## config.mk

```make
export PLATFORM = sky130hd
export DESIGN_NAME = lm07_sample_scheduler
export DESIGN_NICKNAME = d
export VERILOG_FILES = /design/src/rtl/lm07_sched_pkg.sv /design/src/rtl/lm07_alarm_hyst.sv /design/src/rtl/lm07_sample_scheduler.sv
export SDC_FILE = /design/constraint.sdc
export NUM_CORES = 1
export LEC_CHECK = 0
export CORE_MARGIN = 2
export CORE_UTILIZATION = 46
export DETAILED_ROUTE_END_ITERATION = 12
export PLACE_DENSITY = 0.66
export RECOVER_POWER = 100
export SLEW_MARGIN = 10
export SYNTH_ARGS = -nofsm -noshare
export SYNTH_HDL_FRONTEND = slang
export SYNTH_SLANG_ARGS = --single-unit
```

## constraint.sdc

```tcl
create_clock -name SYSCLK -period 5.2 [get_ports SYSCLK]
set_clock_uncertainty 0.15 [all_clocks]
set_input_delay 1.3 -clock SYSCLK [delete_from_list [all_inputs] [get_ports SYSCLK]]
set_output_delay 1.3 -clock SYSCLK [all_outputs]
set_load 0.02 [all_outputs]
```

## src/rtl/lm07_sched_pkg.sv

```systemverilog
// Shared types and helpers for the LM07 sample scheduler: FSM encoding, widths,
// and sign-magnitude <-> two's complement conversion.
package lm07_sched_pkg;

  localparam int TEMP_W   = 8;
  localparam int SIGNED_W = 9;

  typedef enum logic [1:0] {
    ST_IDLE  = 2'd0,
    ST_START = 2'd1,
    ST_WAIT  = 2'd2,
    ST_GUARD = 2'd3
  } sched_state_e;

  // -0 (0x80) maps onto 0 naturally since the magnitude is zero.
  function automatic logic signed [SIGNED_W-1:0] sm_to_s(input logic [TEMP_W-1:0] sm);
    logic signed [SIGNED_W-1:0] mag;
    mag = $signed({2'b00, sm[TEMP_W-2:0]});
    return sm[TEMP_W-1] ? -mag : mag;
  endfunction

  function automatic logic [TEMP_W-1:0] s_to_sm(input logic signed [SIGNED_W-1:0] s);
    logic [TEMP_W-2:0] mag;
    mag = s[SIGNED_W-1] ? (TEMP_W-1)'(-s) : (TEMP_W-1)'(s);
    return {s[SIGNED_W-1], mag};
  endfunction

endpackage

```

## src/rtl/lm07_alarm_hyst.sv

```systemverilog
// Over-temperature alarm with hysteresis; evaluated only when a sample is accepted.
module lm07_alarm_hyst
  import lm07_sched_pkg::*;
(
  input  logic                       clk,
  input  logic                       rst_n,
  input  logic signed [SIGNED_W-1:0] sample,
  input  logic                       sample_vld,
  input  logic [TEMP_W-1:0]          thr_hi,
  input  logic [TEMP_W-1:0]          thr_lo,
  output logic                       alarm
);

  logic alarm_q, alarm_d;
  logic signed [SIGNED_W-1:0] hi_s, lo_s;

  always_comb begin
    hi_s    = sm_to_s(thr_hi);
    lo_s    = sm_to_s(thr_lo);
    alarm_d = alarm_q;
    // Set is checked first so mis-programmed thresholds resolve to alarm on.
    if (sample_vld) begin
      if (sample >= hi_s)     alarm_d = 1'b1;
      else if (sample < lo_s) alarm_d = 1'b0;
    end
  end

  always_ff @(posedge clk or negedge rst_n) begin
    if (!rst_n) alarm_q <= 1'b0;
    else        alarm_q <= alarm_d;
  end

  assign alarm = alarm_q;

endmodule

```

## src/rtl/lm07_sample_scheduler.sv

```systemverilog
// Schedules LM07 reads (periodic + host one-shot), enforces guard gap and timeout,
// holds the last reading and drives the alarm. Optional SCHED_AVG4_EN: 4-sample mean.
module lm07_sample_scheduler
  import lm07_sched_pkg::*;
#(
  parameter int PERIOD_CYCLES  = 1000000,
  parameter int TIMEOUT_CYCLES = 64,
  parameter int GUARD_CYCLES   = 16
) (
  input  logic              SYSCLK,
  input  logic              RSTN,
  input  logic              EN,
  input  logic              REQ,
  input  logic [TEMP_W-1:0] THR_HI,
  input  logic [TEMP_W-1:0] THR_LO,
  output logic              RD_START,
  input  logic              RD_DONE,
  input  logic [TEMP_W-1:0] RD_DATA,
  output logic [TEMP_W-1:0] TEMP,
  output logic              TEMP_VALID,
  output logic              ALARM,
  output logic              TIMEOUT_ERR,
  output logic              BUSY
);

  localparam int PER_W   = $clog2(PERIOD_CYCLES);
  localparam int TMR_MAX = (TIMEOUT_CYCLES > GUARD_CYCLES) ? TIMEOUT_CYCLES : GUARD_CYCLES;
  localparam int TMR_W   = $clog2(TMR_MAX + 1);

  sched_state_e        state_q, state_d;
  logic [PER_W-1:0]    per_q, per_d;
  logic [TMR_W-1:0]    tmr_q, tmr_d;
  logic                pend_auto_q, pend_auto_d;
  logic                pend_req_q, pend_req_d;
  logic [TEMP_W-1:0]   temp_q, temp_d;
  logic                tvld_q, tvld_d;
  logic                terr_q, terr_d;
  logic                wrap, accept;

  logic signed [SIGNED_W-1:0] rd_s, sample_s;
  logic [TEMP_W-1:0]          temp_new;

  assign rd_s = sm_to_s(RD_DATA);

`ifdef SCHED_AVG4_EN
  // Three previous accepted samples; the new one completes the window of four.
  logic [2:0][SIGNED_W-1:0]   hist_q, hist_d;
  logic                       primed_q, primed_d;
  logic signed [SIGNED_W+1:0] sum;
  logic                       avg_unused;

  always_comb begin
    hist_d   = hist_q;
    primed_d = primed_q;
    if (primed_q)
      sum = (SIGNED_W+2)'(rd_s) + (SIGNED_W+2)'($signed(hist_q[0]))
          + (SIGNED_W+2)'($signed(hist_q[1])) + (SIGNED_W+2)'($signed(hist_q[2]));
    else
      sum = (SIGNED_W+2)'(rd_s) <<< 2;
    if (accept) begin
      primed_d  = 1'b1;
      hist_d[0] = rd_s;
      hist_d[1] = primed_q ? hist_q[0] : rd_s;
      hist_d[2] = primed_q ? hist_q[1] : rd_s;
    end
  end

  // Dropping the two LSBs of the signed sum is an arithmetic floor divide by 4.
  assign sample_s   = sum[SIGNED_W+1:2];
  assign avg_unused = ^sum[1:0];
  assign temp_new   = s_to_sm(sample_s);

  always_ff @(posedge SYSCLK or negedge RSTN) begin
    if (!RSTN) begin
      hist_q   <= '0;
      primed_q <= 1'b0;
    end else begin
      hist_q   <= hist_d;
      primed_q <= primed_d;
    end
  end
`else
  assign sample_s = rd_s;
  assign temp_new = RD_DATA;
`endif

  always_comb begin
    state_d     = state_q;
    per_d       = per_q;
    tmr_d       = tmr_q;
    pend_auto_d = pend_auto_q;
    pend_req_d  = pend_req_q;
    temp_d      = temp_q;
    tvld_d      = 1'b0;
    terr_d      = terr_q;
    wrap        = 1'b0;
    accept      = 1'b0;

    if (!EN)                                   per_d = '0;
    else if (per_q == PER_W'(PERIOD_CYCLES-1)) begin per_d = '0; wrap = 1'b1; end
    else                                       per_d = per_q + 1'b1;

    case (state_q)
      ST_IDLE:  if (pend_auto_q || pend_req_q) state_d = ST_START;
      ST_START: begin
        pend_auto_d = 1'b0;
        pend_req_d  = 1'b0;
        tmr_d       = '0;
        state_d     = ST_WAIT;
      end
      ST_WAIT: begin
        if (RD_DONE) begin
          accept  = 1'b1;
          tmr_d   = '0;
          state_d = ST_GUARD;
        end else if (tmr_q == TMR_W'(TIMEOUT_CYCLES-1)) begin
          terr_d  = 1'b1;
          tmr_d   = '0;
          state_d = ST_GUARD;
        end else begin
          tmr_d = tmr_q + 1'b1;
        end
      end
      ST_GUARD: begin
        if (tmr_q == TMR_W'(GUARD_CYCLES-1)) begin
          tmr_d   = '0;
          state_d = ST_IDLE;
        end else begin
          tmr_d = tmr_q + 1'b1;
        end
      end
      default: state_d = ST_IDLE;
    endcase

    // New requests land after the START clear so they are held for the next round.
    if (!EN)      pend_auto_d = 1'b0;
    else if (wrap) pend_auto_d = 1'b1;
    if (REQ)      pend_req_d  = 1'b1;

    if (accept) begin
      temp_d = temp_new;
      tvld_d = 1'b1;
      terr_d = 1'b0;
    end
  end

  always_ff @(posedge SYSCLK or negedge RSTN) begin
    if (!RSTN) begin
      state_q     <= ST_IDLE;
      per_q       <= '0;
      tmr_q       <= '0;
      pend_auto_q <= 1'b0;
      pend_req_q  <= 1'b0;
      temp_q      <= '0;
      tvld_q      <= 1'b0;
      terr_q      <= 1'b0;
    end else begin
      state_q     <= state_d;
      per_q       <= per_d;
      tmr_q       <= tmr_d;
      pend_auto_q <= pend_auto_d;
      pend_req_q  <= pend_req_d;
      temp_q      <= temp_d;
      tvld_q      <= tvld_d;
      terr_q      <= terr_d;
    end
  end

  lm07_alarm_hyst u_alarm (
    .clk        (SYSCLK),
    .rst_n      (RSTN),
    .sample     (sample_s),
    .sample_vld (accept),
    .thr_hi     (THR_HI),
    .thr_lo     (THR_LO),
    .alarm      (ALARM)
  );

  assign RD_START    = (state_q == ST_START);
  assign BUSY        = (state_q != ST_IDLE);
  assign TEMP        = temp_q;
  assign TEMP_VALID  = tvld_q;
  assign TIMEOUT_ERR = terr_q;

endmodule

```

==> results.json, run 1 <==
{
  "outcome": "complete, but fails checks",
  "violations": "capacitance limit, slew limit",
  "cts_setup_buffers": 0,
  "syn_inst": 309,
  "final_cell_mix": "nor2_1 (44), dfrtp_1 (42), nand2_1 (25)",
  "yosysTopAreaCellShare_pct": 37.55,
  "use_met1_pct": 25.14,
  "drive_above_1_share_pct": 5.143,
  "yosys-top-cells-area": "dfrtp_1 (38%), ha_1 (8.5%), xnor2_1 (6.3%)",
  "min_path_type": "flop to flop",
  "start_util_pct": 47.56,
  "regToRegSetupSlack_ns": 2.87,
  "syn_area_sq_mm": 0.002799,
  "ios": 42,
  "dr_total_vias": 2228,
  "worstSkewPairLatency_ns": 0.29,
  "crit_arrival_ns": 4.07,
  "startpoint": "RD_DATA[0]",
  "hold_buffers": 0,
  "fillCellCount": 553,
  "ys.flop_type": "dfrtp_1",
  "setup_violations": 0,
  "grt_first_pass_wirelength_um": 9487,
  "finalHoldViolations": 0,
  "drc": 0,
  "area_growth_pct": 19.58,
  "drv_cap": 1,
  "grt_use_met2_pct": 29.11,
  "fmaxAchievable_mhz": 247.9,
  "clk_path_buf_depth": 2,
  "cts-buffers-inserted": 5,
  "cts_resized": 0,
  "drtIter0Drc": 119,
  "synth_edf_count": 0,
  "drt_wl_total_um": 5586,
  "finalCritPeriodShare_pct": 77.58,
  "cts_tree": "built",
  "fin_hold_ws_ns": 0.3397,
  "antenna_found_initial": 0,
  "async_flop_share_pct": 100.0,
  "final.setup.tns_ns": 0,
  "worstPathRequired_ns": 5.24,
  "r2r_start": "per_q[0]$_DFF_PN0_",
  "io_buffers": 41,
  "core-area_sq_mm": 0.005886,
  "synth.distinct_cells": 46,
  "rsz0062_at_grt": "false",
  "synth_largest_area_cell": "dfrtp_1",
  "grt_max_degree": 43,
  "crit_end": "u_alarm.alarm$_DFFE_PN0P_",
  "synth_fp_nets": 357,
  "die_height_um": 82.01,
  "crit_type": "input pin to flop",
  "clock-sinks": 42,
  "viasPerCell": 5.242,
  "worstSetupEndpointType": "flop",
  "clk_root_buffer_cell": "clkbuf_8",
  "route.antenna.remaining_nets": 0,
  "h-tree-depth": 2,
  "period_needed_ns": 4.034,
  "ys_seq_area_share_pct": 37.55,
  "leakagePower_nw": 1.435,
  "layout.nets": 398,
  "holdPathStages": 1,
  "insertedDiodeCount": 0,
  "gr-usage-all-layers_pct": 18.08,
  "slew_viol_final": 43,
  "hpwl_um": 4194,
  "rr_worst_depth": 5,
  "final_common_cell": "nor2_1",
  "vdd.ir_drop.worst_uv": 213.9,
  "synth.avg_cell_area_sq_um": 9.058,
  "wl_per_cell_um": 13.14,
  "dieArea_sq_mm": 0.006725,
  "grt_pass1_vias": 2081,
  "place.gp.congestion": 0.8623,
  "cp-start-kind": "input pin",
  "yosys_warnings": 0,
  "dieWidth_um": 82.01,
  "clkSlewWorstSetupHoldPaths_ns": 0.08,
  "busiest_layer": "met2",
  "crit_fanout": 4,
  "worstMarginPinSlew_ns": 2.185,
  "r2r-end": "per_q[14]$_DFF_PN0_",
  "pwr_density_cell_mw_per_mm2": 311.6,
  "worst_slew_margin_rel_pct": -45.68,
  "gr-total-overflow": 0,
  "ys_seq_elements": 42,
  "fp-row-count": 28,
  "grt_use_met3_pct": 3.626,
  "dr.pass1.iters": 4
}
[state kept, by name, summed over array words and instances (netlist names)]
name and count:
TIMEOUT_ERR 1, TEMP 8, TEMP_VALID 1, u_alarm.alarm 1
pend_auto_q 1, per_q 20, tmr_q 7, pend_req_q 1
state_q 2
[synth_stat cells (3+ instances only)]
| master | n |
|---|---|
| nand2_1 | 25 |
| nor4_1 | 4 |
| xnor2_1 | 20 |
| o21a_1 | 3 |
| xor2_1 | 14 |
| buf_2 | 3 |
| nor2b_1 | 6 |
| and3_1 | 3 |
| mux2i_1 | 5 |
| or4_1 | 5 |
| o31ai_1 | 6 |
| nand3_1 | 15 |
| inv_1 | 20 |
| dfrtp_1 | 42 |
| a21oi_1 | 9 |
| nand2b_1 | 10 |
| nor2_1 | 44 |
| o21ai_0 | 10 |
| o221ai_1 | 4 |
| mux2_2 | 6 |
| clkbuf_1 | 4 |
| ha_1 | 19 |
[where the power goes]
part | internal, mW | switching (mW) | total [mW]
combinational | 0.193 | 0.231 | 0.424
clock | 0.0921 | 0.109 | 0.201
sequential | 0.383 | 0.0351 | 0.418
[routing by layer]
layer / vias up / routed length, um
met5: - / 0
met4: 0 / 32
met3: 4 / 218
met2: 32 / 2575
met1: 1031 / 2760
li1: 1161 / -
[logic make-up (layout without fill, tap and decap cells)]
kind of cell | after synthesis | count (layout) | synth area share, %
buffers and inverters | 27 | 68 | 3.755
adders and majority gates | 19 | 19 | 8.494
and+or+nand+nor | 126 | 126 | 22.53
AOI/OAI and AO/OA | 50 | 50 | 12.83
DFF | 42 | 42 | 37.55
muxes | 11 | 11 | 4.202
xor gates and xnor gates | 34 | 34 | 10.64
[per-stage QoR]
step	area, sq um	total power, mW	instances	util (%)	setup WS, ns
floorplan	2799	0.6981	309	-	1.823
global placement	3268	0.8646	418	55.53	1.094
detailed placement	3268	0.8724	418	55.53	0.9575
CTS	3348	1.077	425	56.89	1.275
global route	3347	1.124	425	56.87	1.037
finish	3347	1.043	425	56.87	1.166
[worst min path at each step]
stage,start,to,slack (ns)
after CTS,TEMP[7]$_DFFE_PN0P_,TEMP[7]$_DFFE_PN0P_,0.34
after detailed placement,TEMP[7]$_DFFE_PN0P_,TEMP[7]$_DFFE_PN0P_,0.32
after floorplan,pend_req_q$_DFFE_PN0P_,pend_req_q$_DFFE_PN0P_,0.30
after global routing,TEMP[7]$_DFFE_PN0P_,TEMP[7]$_DFFE_PN0P_,0.35
after global placement,pend_req_q$_DFFE_PN0P_,pend_req_q$_DFFE_PN0P_,0.32
final,pend_req_q$_DFFE_PN0P_,pend_req_q$_DFFE_PN0P_,0.34
[worst max-delay path, cell delays in order]
cell and delay [ns]:
dlygate4sd3_1 0.61, inv_1 0.12, ha_1 0.30, nand2_1 0.06, o21ai_0 0.16, ha_1 0.34, a211oi_1 0.32, o22ai_1 0.17
a311oi_2 0.27, o221ai_1 0.16, a32o_1 0.23
[layout make-up]
type | count | area [sq um] | area share, %
Multi-Input combinational cell | 240 | 1643 | 49.08
Sequential cell | 42 | 1051 | 31.40
Timing Repair Buffer | 41 | 404.1 | 12.07
Tap cell | 75 | 93.84 | 2.804
Inverter | 20 | 75.07 | 2.243
Clock buffer | 6 | 72.57 | 2.168
Clock inverter | 1 | 7.507 | 0.2243
Power figures use the tool's default switching activity.
==> run 2: changes to the inputs <==
--- a/config.mk
+++ b/config.mk
@@ -8,7 +8,7 @@
 export CORE_MARGIN = 2
 export CORE_UTILIZATION = 46
 export DETAILED_ROUTE_END_ITERATION = 12
-export PLACE_DENSITY = 0.66
+export PLACE_DENSITY = 0.68
 export RECOVER_POWER = 100
 export SLEW_MARGIN = 10
 export SYNTH_ARGS = -nofsm -noshare
==> constraint.sdc (replaced) <==
create_clock -name SYSCLK -period 3.5 [get_ports SYSCLK]
set_clock_uncertainty 0.15 [all_clocks]
set_input_delay 0.875 -clock SYSCLK [delete_from_list [all_inputs] [get_ports SYSCLK]]
set_output_delay 0.875 -clock SYSCLK [all_outputs]
set_load 0.02 [all_outputs]
==> run 2 against run 1 <==
  * Cell count grew 5.6%
  * First-iteration DRC count shrank 38%
  * Register-to-register slack lost 1.8 ns
  * Setup slack lost 0.94 ns
  * Critical endpoint unchanged
  * Combinational power grew 54%
  * Critical path type unchanged
  * Non-clock buffer count grew 23
  * The flow still finishes with violations (capacitance limit, slew limit)
  * Largest cell class unchanged
==> results.json, run 2 (same netlist as run 1, synthesis figures left out) <==
{
  "final_cell_mix": "nor2_1 (44), dfrtp_1 (42), nand2_1 (25)",
  "min_path_type": "flop to flop",
  "crit_arrival_ns": 3.31,
  "grt_pass1_vias": 2194,
  "drv_cap": 1,
  "dieWidth_um": 82.01,
  "fillCellCount": 511,
  "drt_wl_total_um": 6020,
  "cp-start-kind": "input pin",
  "cts_resized": 0,
  "dr_total_vias": 2318,
  "vdd.ir_drop.worst_uv": 358.7,
  "fin_ws_ns": 0.2260,
  "p_seq_share_pct": 35.7,
  "intPower_mw": 1.175,
  "gr-total-overflow": 0,
  "cts_tree": "built",
  "rsz0062_at_grt": "false",
  "dieArea_sq_mm": 0.006725,
  "crit_type": "input pin to flop",
  "worst_slew_margin_rel_pct": -45.27,
  "wl_met1_um": 2858,
  "clkSlewWorstSetupHoldPaths_ns": 0.08,
  "drtIter0Drc": 74,
  "setup_violations": 0,
  "viasPerCell": 5.163,
  "antenna_found_initial": 0,
  "top_layer_used": "met4",
  "slew_viol_final": 43,
  "drive_above_1_share_pct": 11.23,
  "cts_setup_buffers": 0,
  "hp-start": "pend_req_q$_DFFE_PN0P_",
  "start_util_pct": 47.56,
  "finalPower_mw": 1.757,
  "place.gp.congestion": 0.8463,
  "route.antenna.remaining_nets": 0,
  "fmaxAchievable_mhz": 305.4,
  "cts-buffers-inserted": 5,
  "swShare_pct": 33.08,
  "grt_first_pass_wirelength_um": 9873,
  "h-tree-depth": 2,
  "placed_area_sq_mm": 0.003441,
  "crit_fanout": 3,
  "worstPathRequired_ns": 3.54,
  "final.setup.tns_ns": 0,
  "finalHoldViolations": 0,
  "outcome": "complete, but fails checks",
  "clk_root_buffer_cell": "clkbuf_8",
  "dr.pass1.iters": 4,
  "regToRegSetupSlack_ns": 1.10,
  "drc": 0,
  "fp-row-count": 28,
  "largest_reg_flops": 20,
  "power_switching_mw": 0.5812,
  "worstSkewPairLatency_ns": 0.30,
  "ios": 42,
  "leakagePower_nw": 1.577,
  "startpoint": "RD_DATA[5]",
  "place_worst_setup_slack_ns": -0.08270,
  "r2r_start": "per_q[0]$_DFF_PN0_",
  "insertedDiodeCount": 0,
  "gr-usage-all-layers_pct": 19.04,
  "period_needed_ns": 3.274,
  "met3_wirelength_um": 244,
  "finalCritPeriodShare_pct": 93.54,
  "power_frac_comb_pct": 37.2,
  "layout.nets": 421,
  "pwr_density_cell_mw_per_mm2": 490.9,
  "hold_buffers": 0,
  "largest-register": "per_q",
  "met2_length_um": 2827,
  "hpwl_um": 4512,
  "core-area_sq_mm": 0.005886,
  "clk_path_buf_depth": 2,
  "power_frac_clock_pct": 27.1,
  "wl_per_cell_um": 13.41,
  "violations": "capacitance limit, slew limit",
  "clock-sinks": 42,
  "io_buffers": 41,
  "stdcell_area_sq_mm": 0.003578,
  "area_growth_pct": 27.85,
  "final_common_cell": "nor2_1",
  "worstMarginPinSlew_ns": 2.179,
  "fin_hold_ws_ns": 0.3427,
  "die_height_um": 82.01,
  "worstSetupEndpointType": "flop",
  "grt_max_degree": 43
}
==> run 2: worst paths after layout <==
check                                            end  cells past startpoint
hold / removal                pend_req_q$_DFFE_PN0P_                      1
max in group asynchronous       tmr_q[6]$_DFFE_PN0P_                      1
setup / recovery           u_alarm.alarm$_DFFE_PN0P_                     10
min in group asynchronous         per_q[3]$_DFF_PN0_                      1
setup reg to reg                 per_q[17]$_DFF_PN0_                      5
hold reg to reg               pend_req_q$_DFFE_PN0P_                      1
==> run 2: final cells by class <==
cell class / count / area, sq um / share of cell area, %
Tap cell: 75 / 93.84 / 2.622
Inverter: 20 / 75.07 / 2.098
Clock inverter: 2 / 60.06 / 1.678
Timing Repair Buffer: 64 / 573.1 / 16.01
Sequential cell: 42 / 1051 / 29.37
Clock buffer: 6 / 82.58 / 2.308
Multi-Input combinational cell: 240 / 1643 / 45.91
==> run 2: worst max-delay path: stages <==
cell             delay (ns)
clkdlybuf4s50_1        0.46
or4_1                  0.57
nor2_1                 0.15
a21oi_1                0.12
ha_1                   0.35
mux2i_1                0.13
o21a_1                 0.18
a21oi_1                0.12
o221ai_1               0.14
a32o_1                 0.22
==> run 2: metrics by stage <==
stage | utilization (%) | cells
6_report | 60.80 | 449
5_1_grt | 60.80 | 449
4_1_cts | 60.88 | 449
3_5_place_dp | 58.46 | 441
3_3_place_gp | 58.46 | 441
2_1_floorplan | - | 309
==> run 2: per-layer routing <==
layer / track usage, % / up-vias
met5: 0 / -
met4: 6.500 / 0
met3: 3.846 / 8
met2: 31.38 / 34
met1: 24.88 / 1072
li1: - / 1204
==> run 2: power by group through the flow <==
| stage | registers, mW | clock network (mW) | logic (mW) |
|---|---|---|---|
| final | 0.627 | 0.475 | 0.654 |
| after global routing | 0.636 | 0.504 | 0.732 |
| after CTS | 0.631 | 0.484 | 0.690 |
| after detailed placement | 0.639 | 0 | 0.683 |
| after global placement | 0.635 | 0 | 0.668 |
| after floorplan | 0.690 | 0 | 0.347 |
==> run 3: changes to the inputs <==
--- a/config.mk
+++ b/config.mk
@@ -8,7 +8,7 @@
 export CORE_MARGIN = 2
 export CORE_UTILIZATION = 46
 export DETAILED_ROUTE_END_ITERATION = 12
-export PLACE_DENSITY = 0.68
+export PLACE_DENSITY = 0.66
 export RECOVER_POWER = 100
 export SLEW_MARGIN = 10
 export SYNTH_ARGS = -nofsm -noshare
==> constraint.sdc (replaced) <==
create_clock -name SYSCLK -period 3.2 [get_ports SYSCLK]
set_clock_uncertainty 0.15 [all_clocks]
set_input_delay 0.8 -clock SYSCLK [delete_from_list [all_inputs] [get_ports SYSCLK]]
set_output_delay 0.8 -clock SYSCLK [all_outputs]
set_load 0.02 [all_outputs]
==> run 3 against run 2 <==
  * The flow still finishes with violations (capacitance limit, slew limit)
  * Register-to-register slack worse by 0.25 ns
  * Critical path depth is 1 higher
  * Sequential power is 9.4% higher
  * Cell count is 3.3% higher
  * Non-clock buffer count up 16
  * Sequential share of layout area is 0.90 points lower
  * Final area is 3.1% higher
  * Core utilization increased by 1.9 points
  * Global-route usage is 0.16 points higher
  * Setup slack got worse by 0.17 ns
  * Clock-buffer cell count rose by 1
  * Die area did not move
  * Largest power group unchanged
  * Highest routed layer unchanged
==> results.json, run 3 (same netlist as run 1, synthesis figures left out) <==
{
  "fillCellCount": 512,
  "dr_total_vias": 2452,
  "grt_max_degree": 43,
  "drive_above_1_share_pct": 16.97,
  "layout.nets": 437,
  "rr_worst_depth": 5,
  "cpPeakStageDelay_ns": 0.58,
  "crit_family": "simple AND/OR/NAND/NOR gates",
  "io_buffers": 41,
  "core-area_sq_mm": 0.005886,
  "crit_fanout": 2,
  "busiest_layer": "met2",
  "grt_pass1_vias": 2341,
  "drc": 0,
  "hpwl_um": 4714,
  "finalHoldViolations": 0,
  "cp.depth": 11,
  "startpoint": "RD_DATA[4]",
  "grt_first_pass_wirelength_um": 10110,
  "drv_cap": 1,
  "fin_ws_ns": 0.05553,
  "period_needed_ns": 3.144,
  "min_path_type": "flop to flop",
  "dieWidth_um": 82.01,
  "fmaxAchievable_mhz": 318.0,
  "start_util_pct": 47.56,
  "area_growth_pct": 31.87,
  "worstMarginPinSlew_ns": 2.163,
  "hold_buffers": 0,
  "ios": 42,
  "violations": "capacitance limit, slew limit",
  "crit_end": "u_alarm.alarm$_DFFE_PN0P_",
  "die_height_um": 82.01,
  "place.gp.congestion": 0.8826,
  "h-tree-depth": 2,
  "r2r-end": "per_q[6]$_DFF_PN0_",
  "fin_hold_ws_ns": 0.3365,
  "clock-sinks": 42,
  "finalCritPeriodShare_pct": 98.26,
  "hp-start": "pend_req_q$_DFFE_PN0P_",
  "antenna_found_initial": 0,
  "setup_violations": 0,
  "vdd.ir_drop.worst_uv": 293.4,
  "insertedDiodeCount": 0,
  "wl_per_cell_um": 13.58,
  "crit_chain": "clkdlybuf4s50_1 -> or4_4 -> nor2_4 -> a31oi_4 -> ha_1 -> nor2_2 -> mux2i_1 -> o21a_1 -> a21oi_2 -> o221ai_1 -> a32o_1",
  "crit_type": "input pin to flop",
  "crit_arrival_ns": 3.18,
  "worstSkewPairLatency_ns": 0.29,
  "cts-buffers-inserted": 5,
  "route.antenna.remaining_nets": 0,
  "worstPathRequired_ns": 3.24,
  "path_buf_inv": 1,
  "clk_root_buffer_cell": "clkbuf_8",
  "pwr_density_cell_mw_per_mm2": 475.7,
  "dr.pass1.iters": 4,
  "drtIter0Drc": 84,
  "largest-register": "per_q",
  "regToRegSetupSlack_ns": 0.85,
  "worstSetupEndpointType": "flop",
  "worst_slew_margin_rel_pct": -44.17,
  "gr-usage-all-layers_pct": 19.21,
  "slowest_stage": "or4_4",
  "dieArea_sq_mm": 0.006725,
  "viasPerCell": 5.284,
  "drt_wl_total_um": 6302,
  "cts_tree": "built",
  "leakagePower_nw": 1.637,
  "fp-row-count": 28,
  "clk_path_buf_depth": 2,
  "largest_reg_flops": 20,
  "use_met1_pct": 25.09,
  "final_cell_mix": "dfrtp_1 (42), nor2_1 (42), buf_4 (38)",
  "place_worst_setup_slack_ns": -0.3088,
  "slew_viol_final": 43,
  "clkSlewWorstSetupHoldPaths_ns": 0.08,
  "grt_use_met3_pct": 3.846,
  "r2r_start": "per_q[2]$_DFF_PN0_",
  "gr-total-overflow": 0,
  "cp-start-kind": "input pin",
  "grt_use_met2_pct": 32.68,
  "final_util_pct": 62.71,
  "outcome": "complete, but fails checks"
}
-- run 3: cell types whose count changed in the layout (fill, tap and decap cells not counted), moves of 2 or more --
cell       before  now
a211oi_1        2    0
bufinv_16       2    0
a211oi_2        0    2
nor2_1         44   42
clkbuf_1        2    4
a21oi_1         9    7
buf_4          22   38
o21ai_0        10    7
a21oi_2         0    2
o21ai_1         0    3
-- run 3: metal layers --
layer | wire length, um | part of all wire (%)
met4 | 64 | 1.0
met1 | 2926 | 46
met3 | 259 | 4.1
met5 | 0 | 0
met2 | 3052 | 48
-- run 3: through the flow --
stage	instance area [sq um]	total power [mW]	TNS (ns)	std cells
final	3691	1.756	0	464
after floorplan	2799	1.134	0	309
after global routing	3691	1.876	-0.02541	464
after detailed placement	3546	1.466	-0.3088	455
after global placement	3546	1.447	-0.2731	455
after CTS	3635	1.792	0	462
-- run 3: worst min-delay path by stage --
stage	end	slack, ns	cells past startpoint
3_3_place_gp	pend_req_q$_DFFE_PN0P_	0.32	1
6_report	pend_req_q$_DFFE_PN0P_	0.34	1
3_5_place_dp	pend_req_q$_DFFE_PN0P_	0.32	1
5_1_grt	pend_req_q$_DFFE_PN0P_	0.36	1
2_1_floorplan	pend_req_q$_DFFE_PN0P_	0.30	1
4_1_cts	pend_req_q$_DFFE_PN0P_	0.34	1
-- run 3: final cells by class --
| type | count | area [sq um] | area share (%) |
|---|---|---|---|
| Clock buffer | 7 | 76.32 | 2.068 |
| Inverter | 20 | 75.07 | 2.034 |
| Multi-Input combinational cell | 240 | 1699 | 46.03 |
| Sequential cell | 42 | 1051 | 28.47 |
| Tap cell | 75 | 93.84 | 2.542 |
| Timing Repair Buffer | 80 | 695.7 | 18.85 |
-- run 3: what timing repair did --
item | in CTS | in global routing
gates resized for setup | 3 | 14
setup endpoints to repair | 1 | 1
setup buffers | 0 | 2
pin swaps | 0 | 8
endpoints found under the hold margin | 0 | 0
-- run 3: report_power, final --
part           switching [mW]  internal, mW  total, mW  leakage [nW]
sequential             0.0636         0.622      0.686         0.554
combinational           0.396         0.353      0.749          1.04
clock                   0.171         0.150      0.321        0.0383
==> variant: new RTL, config.mk and constraints of run 2 <==
The parameter `TIMEOUT_CYCLES` goes from 64 to 128.
--- a/src/rtl/lm07_sample_scheduler.sv
+++ b/src/rtl/lm07_sample_scheduler.sv
@@ -4,7 +4,7 @@
   import lm07_sched_pkg::*;
 #(
   parameter int PERIOD_CYCLES  = 1000000,
-  parameter int TIMEOUT_CYCLES = 64,
+  parameter int TIMEOUT_CYCLES = 128,
   parameter int GUARD_CYCLES   = 16
 ) (
   input  logic              SYSCLK,
Function: same outputs for any inputs over 10 cycles, from zero or initial values and one cycle with RSTN low; that may be too few to reach the edited logic, so the function may still have changed.
==> variant against run 2 <==
The flow still finishes with violations (capacitance limit, slew limit). Area after synthesis up 0.98%. First-iteration DRC count increased by 26%. Global-route usage increased by 0.42 points. Wire length shrank 2.5%. Power is 9.2% lower. Final area shrank 2.3%. Sequential cell count rose by 1. Die area grew 0.93%. Register-to-register slack worse by 100 ps. Non-clock buffer count decreased by 6. Combinational power up 4.3%. Worst setup slack lost 67 ps. Sequential power hardly changed. Largest cell class unchanged. Largest power group unchanged.
==> variant: results (changes against run 2) <==
stage	metric	value	unit	change
drt	routed via count	2316		-0.086%
drt	Iter 0 DRT Violations	93		+26%
global_routing	largest net degree at the start of global routing	44		+2.3%
worst_setup_path	CP peak stage delay	470	ps	-100 ps
yosys	Synth async-reset ratio	1.00		unchanged
power_and_ir_drop	Peak VDD IR	0.352	mV	-1.8%
clock_network	CTS Root Cell	clkbuf_8		
finish	fraction of layout instances using a drive strength above 1	0.105		-0.00733
finish	nets@finish	411		-2.4%
placement	Post-Place Worst Slack	-134	ps	-50.9 ps
yosys	syn nets	353		-1.1%
status	status	complete, but fails checks		
clock_network	Clock Latency Late Sink	290	ps	
global_routing	first-pass GRT wire length	10400	µm	+5.0%
finish	# diodes	0		unchanged
yosys	Distinct cells, synth	56		+22%
placement	I/O Buffers	41		unchanged
min_path	min-delay worst type	flop to flop		
placement	Final HPWL DP	4560	µm	+0.96%
yosys	top cells by instance count after synthesis	43 x dfrtp_1, 36 x nor2_1, 22 x nand2_1, 19 x ha_1, 18 x inv_1		
clock_network	clock slew at reported path FFs	70	ps	
clock_network	postcts setup bufs	0		unchanged
clock_network	post-CTS sizing	0		unchanged
yosys	Top FF cell, synth	dfrtp_1		
drt	Routed WL	5870	µm	-2.5%
global_routing	initial antenna violation count	0		unchanged
clock_network	H-Tree Depth	2		unchanged
placement	routability congestion estimate	0.922		+8.9%
status	failing checks	capacitance limit, slew limit		
finish	Biggest register	per_q		
power_and_ir_drop	Leakage	1.55	nW	-1.5%
placement	dpl cell area	3420	µm²	-0.47%
clock_network	CTS Buf Count	5		unchanged
worst_setup_path	CP arrival	3410	ps	+100 ps
global_routing	Total Routing Usage GR	0.195		+0.00416
worst_setup_path	CP max FO	2		-1
finish	Largest register FFs	20		unchanged
worst_setup_path	CP max-delay cell	clkdlybuf4s50_1		
yosys	yosys warns	0		unchanged
yosys	top post-synthesis cells by area	dfrtp_1 38%, ha_1 8.4%, xnor2_1 5.0%		
clock_network	clock tree buffer depth	2		unchanged
drt	drt first pass iters	4		unchanged
job	max cap viols	1		unchanged
yosys	sequential area share after synthesis	0.381		+0.00520
sta	Slew Limit Headroom	-0.481		-0.0283
sta	Final Slew Violations	44		+2.3%
-- variant: final cells by class --
| type | count | area, µm² |
|---|---|---|
| Timing Repair Buffer | 58 | 532 |
| Tap cell | 75 | 93.8 |
| Sequential cell | 43 | 1080 |
| Clock buffer | 6 | 72.6 |
| Multi-Input combinational cell | 237 | 1650 |
| Fill cell | 524 | 2420 |
| Inverter | 18 | 67.6 |
-- variant: worst max-delay path, delay by kind of cell --
kind | cells | cell delay [ps]
AO/OA/AOI/OAI | 5 | 710
adder cells (fa/ha/maj) | 4 | 1210
buffers and inverters | 2 | 530
AND/OR/NAND/NOR | 1 | 60
-- variant: logic make-up (layout without fill, tap and decap cells) --
kind of cell               Yosys count  after routing  synth area share
buffers and inverters               25             82            0.0341
DFF                                 43             43             0.381
AOI/OAI and AO/OA                   57             57             0.148
xor gates and xnor gates            31             31            0.0961
muxes                               10             10            0.0385
adders and majority gates           21             21            0.0921
and+or+nand+nor                    118            118             0.211
-- variant: stage by stage --
stage / util / hold slack [ps] / power, mW / std cells
2_1_floorplan: - / 304 / 1.07 / 305
3_5_place_dp: 0.578 / 328 / 1.35 / 431
5_1_grt: 0.590 / 362 / 1.72 / 437
4_1_cts: 0.591 / 339 / 1.65 / 437
6_report: 0.590 / 332 / 1.59 / 437
3_3_place_gp: 0.578 / 314 / 1.34 / 431
-- variant: worst paths after layout --
check	start	to	slack [ps]	cells after the start
min reg2reg	per_q[0]$_DFF_PN0_	per_q[0]$_DFF_PN0_	330	1
min	per_q[0]$_DFF_PN0_	per_q[0]$_DFF_PN0_	330	1
max reg2reg	tmr_q[0]$_DFFE_PN0P_	tmr_q[6]$_DFFE_PN0P_	1000	8
max	RD_DATA[0]	u_alarm.alarm$_DFFE_PN0P_	160	12
max in group asynchronous	RSTN	TEMP[1]$_DFFE_PN0P_	840	1
min in group asynchronous	RSTN	tmr_q[6]$_DFFE_PN0P_	1090	1
-- variant: report_power, final --
part,switching [mW],internal (mW),leakage (nW)
logic,0.371,0.311,0.947
registers,0.0477,0.578,0.569
clock network,0.153,0.133,0.0371
-- variant: routing by layer --
| layer | global-route usage | vias up | part of all wire |
|---|---|---|---|
| met5 | 0 | - | 0 |
| met4 | 0.0400 | 0 | 0.0020 |
| met3 | 0.0326 | 2 | 0.029 |
| met2 | 0.302 | 34 | 0.46 |
| met1 | 0.286 | 1093 | 0.51 |
| li1 | - | 1187 | - |
